**config.mk**
```make
export PLATFORM = sky130hd
export DESIGN_NAME = logic_unit_arbiter
export DESIGN_NICKNAME = d
export VERILOG_FILES = /design/src/rtl/logic_unit_arbiter.sv
export SDC_FILE = /design/constraint.sdc
export NUM_CORES = 1
export LEC_CHECK = 0
export ABC_AREA = 1
export CAP_MARGIN = 10
export CELL_PAD_IN_SITES_DETAIL_PLACEMENT = 0
export CELL_PAD_IN_SITES_GLOBAL_PLACEMENT = 2
export CORE_MARGIN = 2
export CORE_UTILIZATION = 24
export DETAILED_ROUTE_END_ITERATION = 12
export PLACE_DENSITY = 0.82
export SYNTH_ARGS = -nofsm -noshare
export SYNTH_HDL_FRONTEND = slang
export SYNTH_SLANG_ARGS = --single-unit
```
**constraint.sdc**
```tcl
create_clock -name clk -period 4.3 [get_ports clk]
set_input_delay 0.86 -clock clk [delete_from_list [all_inputs] [get_ports clk]]
set_output_delay 0.86 -clock clk [all_outputs]
set_load 0.01 [all_outputs]
```
**src/rtl/logic_unit_arbiter.sv**
```systemverilog
// logic_unit_arbiter
//   Two requesters share one bitwise logic unit (OR/AND/XOR/NOR). A round-robin
//   grant picks one requester per cycle, and the result lands in a one-entry
//   registered buffer that is tagged with the issuing requester's id.
//   Ports:
//     clk, reset                    clock, synchronous active-high reset
//     reqN_valid/reqN_ready         request handshake for requester N (0,1)
//     reqN_op, reqN_a, reqN_b       op (00 OR, 01 AND, 10 XOR, 11 NOR), operands
//     rsp_valid/rsp_ready           result buffer handshake
//     rsp_data, rsp_id              buffered result and its requester id
//     busy                          result held or any request pending
module logic_unit_arbiter #(
  parameter int unsigned WIDTH = 32
) (
  input  logic             clk,
  input  logic             reset,
  input  logic             req0_valid,
  output logic             req0_ready,
  input  logic [1:0]       req0_op,
  input  logic [WIDTH-1:0] req0_a,
  input  logic [WIDTH-1:0] req0_b,
  input  logic             req1_valid,
  output logic             req1_ready,
  input  logic [1:0]       req1_op,
  input  logic [WIDTH-1:0] req1_a,
  input  logic [WIDTH-1:0] req1_b,
  output logic             rsp_valid,
  input  logic             rsp_ready,
  output logic [WIDTH-1:0] rsp_data,
  output logic             rsp_id,
  output logic             busy
);

  typedef enum logic {
    EMPTY = 1'b0,
    FULL  = 1'b1
  } state_e;

  state_e           state_q, state_d;
  logic             last_grant_q, last_grant_d;
  logic [WIDTH-1:0] data_q, data_d;
  logic             id_q, id_d;

  logic             gnt_any;
  logic             gnt_id;
  logic             can_accept;
  logic [1:0]       sel_op;
  logic [WIDTH-1:0] sel_a;
  logic [WIDTH-1:0] sel_b;
  logic [WIDTH-1:0] result;

  always_comb begin
    // Contention goes to whoever was not served last; otherwise the lone
    // valid requester wins. Neither ready depends on the other ready.
    gnt_any = req0_valid | req1_valid;
    if (req0_valid && req1_valid) gnt_id = ~last_grant_q;
    else                          gnt_id = req1_valid;

    // A drain in the same cycle frees the buffer for an immediate refill.
    can_accept = (state_q == EMPTY) | (rsp_ready & (state_q == FULL));

    req0_ready = can_accept & gnt_any & ~gnt_id;
    req1_ready = can_accept & gnt_any &  gnt_id;

    sel_op = gnt_id ? req1_op : req0_op;
    sel_a  = gnt_id ? req1_a  : req0_a;
    sel_b  = gnt_id ? req1_b  : req0_b;

    case (sel_op)
      2'b00:   result = sel_a | sel_b;
      2'b01:   result = sel_a & sel_b;
      2'b10:   result = sel_a ^ sel_b;
      default: result = ~(sel_a | sel_b);
    endcase

    state_d      = state_q;
    last_grant_d = last_grant_q;
    data_d       = data_q;
    id_d         = id_q;
    if (can_accept && gnt_any) begin
      state_d      = FULL;
      data_d       = result;
      id_d         = gnt_id;
      last_grant_d = gnt_id;
    end else if (state_q == FULL && rsp_ready) begin
      // Drain only: data and id keep their last value.
      state_d = EMPTY;
    end
  end

  always_ff @(posedge clk) begin
    if (reset) begin
      state_q      <= EMPTY;
      last_grant_q <= 1'b1;
      data_q       <= '0;
      id_q         <= 1'b0;
    end else begin
      state_q      <= state_d;
      last_grant_q <= last_grant_d;
      data_q       <= data_d;
      id_q         <= id_d;
    end
  end

  assign rsp_valid = (state_q == FULL);
  assign rsp_data  = data_q;
  assign rsp_id    = id_q;
  assign busy      = rsp_valid | req0_valid | req1_valid;

endmodule

```
After elaboration in Yosys (flattened, before gate mapping)
Cells that the tools add are included.

operators by class
  add/sub/neg operators = 0
  $mul = 0
  div/mod/pow operators = 0
  $lt $le $gt $ge = 0
  eq/ne operators = 2
  shifts and indexed selects = 0
  multiplexer cells = 7
  bitwise logic cells = 15
  reductions and logical operators = 5

operator list
  operator              count
  $pmux W32 S3          1
  $mux W32              2
  $and A32 B32 Y32      1
  $not A32 Y32          1
  $or A32 B32 Y32       1
  $xor A32 B32 Y32      1
  $and A1 B1 Y1         4
  $or A1 B1 Y1          4
  $logic_and A1 B1 Y1   3
  $mux W1               3
  $not A1 Y1            3
  $eq A2 B1 Y1 const B  1
  $eq A2 B2 Y1 const B  1
  $logic_not A2 Y1      1
  $mux W2               1
  $reduce_bool A2 Y1    1

storage, ports and cells
  flip-flop bits (word level) = 35
  latch bits = 0
  memory bits (writable) = 0
  memory bits (read-only) = 0
  bits of input ports = 137
  output and inout bits = 37
  word-level logic and storage cells = 33
  memories kept = 0

Depth between registers and ports, before layout
Gate-level depths: netlist (run 1).

  depth in word-level cells = 6
  gate-level depth with buffers = 16
  mapped depth without buffers = 13

Worst setup path after synthesis (run 1)
No wires, ideal clock.

  path type = input to register
  start = in req0_valid
  end = reg data_q[22] (netlist: rsp_data[22])
  arrival = 2370 ps
  required time = 4162 ps
  path slack = 1793 ps
  cell stages on the path = 13
  path through = nand2_2 > nand2_2 > buf_6 > inv_1 > clkbuf_1 > or2_2 > o21ai_1 > inv_1 > ha_1 > o21ai_0 > nand3_1 > nand2_1 > a21oi_2

between the ends
  word-level cells in the longest chain between the ends = 6

RTL lines
  element                      line    text
  start: declaration           17      input logic req0_valid,
  $logic_and A1 B1 Y1          56      if (req0_valid && req1_valid) gnt_id = ~last_grant_q;
  $mux W1                      56
  $mux W32 (on tied branches)  66, 67
  $or A32 B32 Y32              70, 73
  $not A32 Y32                 73      default: result = ~(sel_a | sel_b);
  $pmux W32 S3                 69      case (sel_op)
  end signal: assignment       100     data_q <= data_d;
  end: declaration             41      logic [WIDTH-1:0] data_q, data_d;

Parallel ways exist; a longest one is shown, timed or not.
A chain may end at the register's enable or synchronous reset.

Worst setup path in the final report (run 1)
  start = in req0_valid
  end = out req0_ready

between the ends
  word-level cells in the longest chain between the ends = 4

RTL lines
  element              line  text
  $logic_and A1 B1 Y1  56
  $mux W1              56
  $not A1 Y1           62    req0_ready = can_accept & gnt_any & ~gnt_id;
  $and A1 B1 Y1 (*)    62
  end: declaration     18    output logic req0_ready,

Mark *: on every way between the ends. The rest lies on a longest branch, timed or not.

==> flow_summary.json, run 1 <==
{
  "die_y_um": 143,
  "finalSetupViolCount": 0,
  "post-route-period-util_pct": 86.2,
  "cts.sinks": 35,
  "rrSetupSlack_ns": 1.70,
  "rr_endpoint": "rsp_data[20]",
  "critPathKind": "in2out",
  "detail_route.vias_per_cell": 4.16,
  "holdPathEnd": "rsp_id",
  "cp_slowest_cell": "clkdlybuf4s50_1",
  "maxSlewViolCount": 0,
  "grt_util_met1_pct": 18.6,
  "hold_path.class": "reg2reg",
  "rows": 50,
  "cts-root-buf": "clkbuf_16",
  "busiest_layer": "met2",
  "power_density_nw_per_um2": 223,
  "postCtsSetupBuffers": 0,
  "cts_made_buffers": 5,
  "io_pins": 174,
  "synth_seq_area_share_pct": 15.1,
  "grt_overflow": 0,
  "synthCells": 757,
  "crit_arrival_ns": 2.85,
  "max_cap_violations": 0,
  "grt_max_degree": 68,
  "cts_hold_buf": 0,
  "htreeDepth": 2,
  "crit_fanout": 22,
  "drc": 0,
  "use_met3_pct": 2.95,
  "place.gp.congestion": 0.727,
  "yosysTopAreaCellShare_pct": 17.2,
  "drtPass1Iterations": 4,
  "status": "complete, no violations",
  "die_area_um2": 20500,
  "synth_top_area_cell": "ha_1",
  "routed-via-count": 4822,
  "min_period_ns": 3.71,
  "fin_util_pct": 35.4,
  "path_clk_slew_ns": 0.06,
  "ys_ff_latch": 35,
  "layout.nets": 1100,
  "yosys-top-cells-area": "ha_1 (17%), dfxtp_1 (15%), nand2_1 (14%), inv_1 (11%), nand3_1 (7.8%)",
  "slew_headroom_pct": 44.8,
  "wirelength_um": 14300,
  "fmax_ghz": 0.270,
  "cp.required_ns": 3.44,
  "cp_top_family": "buffers and inverters",
  "cp-start-kind": "input port",
  "min_delay_path_depth": 2,
  "hold_viol_final": 0,
  "min_from": "rsp_id",
  "ys_warn_count": 0,
  "rsz0062_at_grt": "false",
  "tightest_slew_ns": 0.828,
  "leakage_uw": 0.00321,
  "ir_worst_vdd_mv": 0.131,
  "path_buf_inv": 3,
  "ctsResizeCount": 0,
  "area_growth_pct": 43.5,
  "antenna_found_initial": 1,
  "cts_tree": "built",
  "dpl.cell_count": 1152,
  "start_util_pct": 24.7,
  "layout-drive-gt1-share_pct": 9.67,
  "n_fill_cell": 2134,
  "n_antenna_cell": 0,
  "drt_iter0_markers": 151,
  "syn_nets": 958,
  "clock_path_buffers": 2,
  "critPathMaxStageDelay_ns": 0.57,
  "die_w_um": 143,
  "skew_ns": 0.00314,
  "clkLatencyLatePin_ns": 0.28,
  "grt_usage_pct": 14.1,
  "worstReg2RegStart": "last_grant_q",
  "dp_hpwl_um": 10300,
  "finalSetupTns_ns": 0,
  "layoutNonFillerInstCount": 1160,
  "ant_nets": 0,
  "syn-cell-area_um2": 4640,
  "synth.distinct_cells": 24,
  "path_cells": "clkdlybuf4s50_1 > nand2_2 > nand2_4 > inv_1 > nor2_1 > clkdlybuf4s50_1",
  "pre_cts_ws_ns": 0.524,
  "grt_pass1_wl_um": 23300,
  "crit_path_end_kind": "primary output",
  "first_global_vias": 4494,
  "synth_area_per_cell_um2": 6.13,
  "design.core.area_um2": 18800,
  "worst_r2r_path_depth": 12,
  "io_buffers": 173,
  "cp_common_cell": "clkdlybuf4s50_1",
  "wire_per_inst_um": 12.4,
  "grt_use_met2_pct": 24.0,
  "setup_ws_ns": 0.594
}
per-layer routing:
metal	vias to the layer above	routed length [um]
li1	2633	-
met1	2066	6960
met2	114	6390
met3	7	872
met4	2	99
met5	-	13
cells in the mapped netlist:
master	instances
a21oi_1	22
a21oi_2	11
buf_1	1
buf_2	13
buf_4	5
buf_6	8
clkbuf_1	20
clkinv_1	17
dfxtp_1	35
ha_1	64
inv_1	135
inv_2	1
nand2_1	176
nand2_2	5
nand2_4	2
nand3_1	72
nand3_2	17
nand3b_1	16
nor2_1	7
nor2_2	1
nor2_4	1
o21ai_0	62
o21ai_1	34
or2_2	32
through the flow:
stage	hold WS (ns)	cell area (um2)	total power, uW
2_1_floorplan	0.449	4640	842
6_report	0.463	6660	1490
3_5_place_dp	0.458	6520	1150
4_1_cts	0.465	6660	1520
3_3_place_gp	0.453	6520	1150
5_1_grt	0.485	6660	1640
cell usage in the layout (no fill, tap or decap), drive strengths merged:
cell / count
clkinv: 18
inv: 136
or2: 32
clkbuf: 7
a21oi: 33
buf: 9
nand3b: 16
o21ai: 96
ha: 64
dfxtp: 35
clkdlybuf4s50: 173
nand3: 89
nand2: 183
nor2: 9
power by group:
part | total, uW | internal (uW) | switching [uW]
Clock | 362 | 215 | 147
Sequential | 383 | 364 | 19.5
Combinational | 743 | 352 | 391
state kept, by name (all words and copies together) (netlist names):
signal	flops
last_grant_q	1
rsp_data	32
rsp_id	1
rsp_valid	1
tightest hold or removal path, stage by stage (launching register included):
cell     delay [ns]
dfxtp_1        0.30
nand2_1        0.06
a21oi_1        0.05
logic make-up after synthesis:
group	count (synthesis)	share of synthesized area [%]
and+or+nand+nor	329	34.7
DFF	35	15.1
buffers and inverters	200	18.2
adders and majority gates	64	17.2
AOI/OAI and AO/OA	129	14.8
area by class of cell:
| type | instances | area, um2 | share of cell area, % |
|---|---|---|---|
| Clock inverter | 1 | 5.00 | 0.0751 |
| Sequential cell | 35 | 701 | 10.5 |
| Timing Repair Buffer | 182 | 1810 | 27.2 |
| Inverter | 153 | 574 | 8.62 |
| Multi-Input combinational cell | 522 | 3110 | 46.7 |
| Tap cell | 260 | 325 | 4.88 |
| Clock buffer | 7 | 133 | 1.99 |
worst max-delay path by stage:
stage                          start      endpoint  slack, ns  cells past startpoint
after floorplan           req0_valid  rsp_data[22]       1.79                     13
after global placement    req1_valid    req0_ready       0.57                      5
after detailed placement  req0_valid    req0_ready       0.52                      6
after CTS                 req1_valid    req0_ready       0.51                      5
after global routing      req0_valid    req0_ready       0.40                      6
final                     req0_valid    req0_ready       0.59                      6
(Power assumes the default switching activity.)
==> run 2: changes to the inputs <==
Settings changed: CORE_MARGIN 2 to 8.
==> run 2 against run 1 <==
  * Sequential cell count is the same
  * Maximum frequency up 5.9%
  * Cell count increased by 0.43%
  * Clock-buffer cell count shrank 1
  * Global-route usage decreased by 1.3 points
  * Via count up 0.17%
  * First-iteration DRC count is 31% lower
  * Sequential power about the same
  * Die area increased by 17%
==> flow_summary.json, run 2 (synthesis gave the netlist of run 1 again) <==
{
  "crit_path_end_kind": "primary output",
  "worstReg2RegStart": "last_grant_q",
  "layout.nets": 1101,
  "htreeDepth": 2,
  "cts.sinks": 35,
  "die_w_um": 155,
  "critPathKind": "in2out",
  "rrSetupSlack_ns": 1.71,
  "drt_iter0_markers": 104,
  "layout-drive-gt1-share_pct": 9.89,
  "io_buffers": 173,
  "ir_worst_vdd_mv": 0.141,
  "power_density_nw_per_um2": 225,
  "min_from": "rsp_data[9]",
  "min_period_ns": 3.50,
  "area_growth_pct": 43.6,
  "n_fill_cell": 2114,
  "slew_headroom_pct": 56.8,
  "rows": 51,
  "tightest_slew_ns": 0.648,
  "dp_hpwl_um": 11700,
  "worst_r2r_path_depth": 11,
  "placed_area_um2": 6530,
  "min_delay_path_depth": 2,
  "grt_overflow": 0,
  "cts_made_buffers": 5,
  "rr_endpoint": "rsp_data[22]",
  "ctsResizeCount": 0,
  "start_util_pct": 24.2,
  "clock_path_buffers": 2,
  "wirelength_um": 15500,
  "fmax_ghz": 0.286,
  "layoutNonFillerInstCount": 1165,
  "wire_per_inst_um": 13.3,
  "path_clk_slew_ns": 0.06,
  "routed-via-count": 4830,
  "design.core.area_um2": 19200,
  "cp-startpoint": "req1_valid",
  "cts_hold_buf": 0,
  "grt_max_degree": 56,
  "cp-start-kind": "input port",
  "clkLatencyLatePin_ns": 0.28,
  "hold_path.class": "reg2reg",
  "dpl.cell_count": 1158,
  "ant_nets": 0,
  "n_antenna_cell": 0,
  "final_cell_mix": "nand2_1 (175), clkdlybuf4s50_1 (173), inv_1 (135)",
  "status": "complete, no violations",
  "cp.required_ns": 3.44,
  "finalSetupViolCount": 0,
  "detail_route.vias_per_cell": 4.15,
  "finalSetupTns_ns": 0,
  "mostFrequentLayoutCell": "nand2_1",
  "largest_reg_flops": 32,
  "drc": 0,
  "rsz0062_at_grt": "false",
  "place.gp.congestion": 0.720,
  "antenna_found_initial": 0,
  "first_global_vias": 4807,
  "skew_ns": 0.00678,
  "crit_fanout": 6,
  "leakage_uw": 0.00322,
  "maxSlewViolCount": 0,
  "die_y_um": 155,
  "die_area_um2": 24100,
  "drtPass1Iterations": 5,
  "postCtsSetupBuffers": 0,
  "max_cap_violations": 0,
  "final_area_um2": 6670,
  "post-route-period-util_pct": 81.4,
  "grt_usage_pct": 12.9,
  "holdPathEnd": "rsp_data[9]",
  "io_pins": 174,
  "cts_tree": "built",
  "crit_arrival_ns": 2.64,
  "hold_viol_final": 0,
  "cts-root-buf": "clkbuf_16",
  "grt_pass1_wl_um": 25200
}
-- run 2: cell types whose count changed in the layout (fill, tap and decap cells not counted) --
cell	change
buf_12	-1
buf_4	+2
clkbuf_1	-2
clkbuf_8	+1
-- run 2: routing by layer --
metal  part of all wire [%]  global-route usage [%]  wire (um)
met1                     46                    15.3       7080
met2                     48                    23.0       7500
met3                    5.7                    3.80        884
met4                   0.38                    1.45         59
met5                      0                       0          0
-- run 2: worst max-delay path, stage by stage --
cell and delay, ns:
clkdlybuf4s50_1 0.62, nor2_1 0.17, nor2_4 0.13, inv_1 0.05, nor2_1 0.21, clkdlybuf4s50_1 0.59
-- run 2: worst max path at each step --
stage,slack [ns],to
finish,0.80,req0_ready
global placement,0.68,rsp_data[20]
detailed placement,0.63,rsp_data[20]
global route,0.69,rsp_data[24]
CTS,0.78,req0_ready
floorplan,1.79,rsp_data[22]
-- run 2: area by class of cell --
class                           instances  area, um2  share of cell area (%)
Inverter                              153        574                    8.61
Timing Repair Buffer                  183       1810                    27.1
Tap cell                              265        332                    4.97
Multi-Input combinational cell        522       3110                    46.7
Sequential cell                        35        701                    10.5
Clock buffer                            6        139                    2.08
Clock inverter                          1       5.00                  0.0750
-- run 2: report_power, final --
part           switching (uW)  internal, uW
combinational             395           350
sequential               20.4           364
clock                     146           226
total                     561           940
-- run 2: stage by stage --
step | util (%) | hold WS [ns] | setup slack (ns) | power, uW
2_1_floorplan | - | 0.449 | 1.79 | 842
3_3_place_gp | 34.0 | 0.454 | 0.679 | 1160
3_5_place_dp | 34.0 | 0.458 | 0.629 | 1150
4_1_cts | 34.7 | 0.468 | 0.784 | 1540
5_1_grt | 34.7 | 0.485 | 0.693 | 1650
6_report | 34.7 | 0.465 | 0.800 | 1500
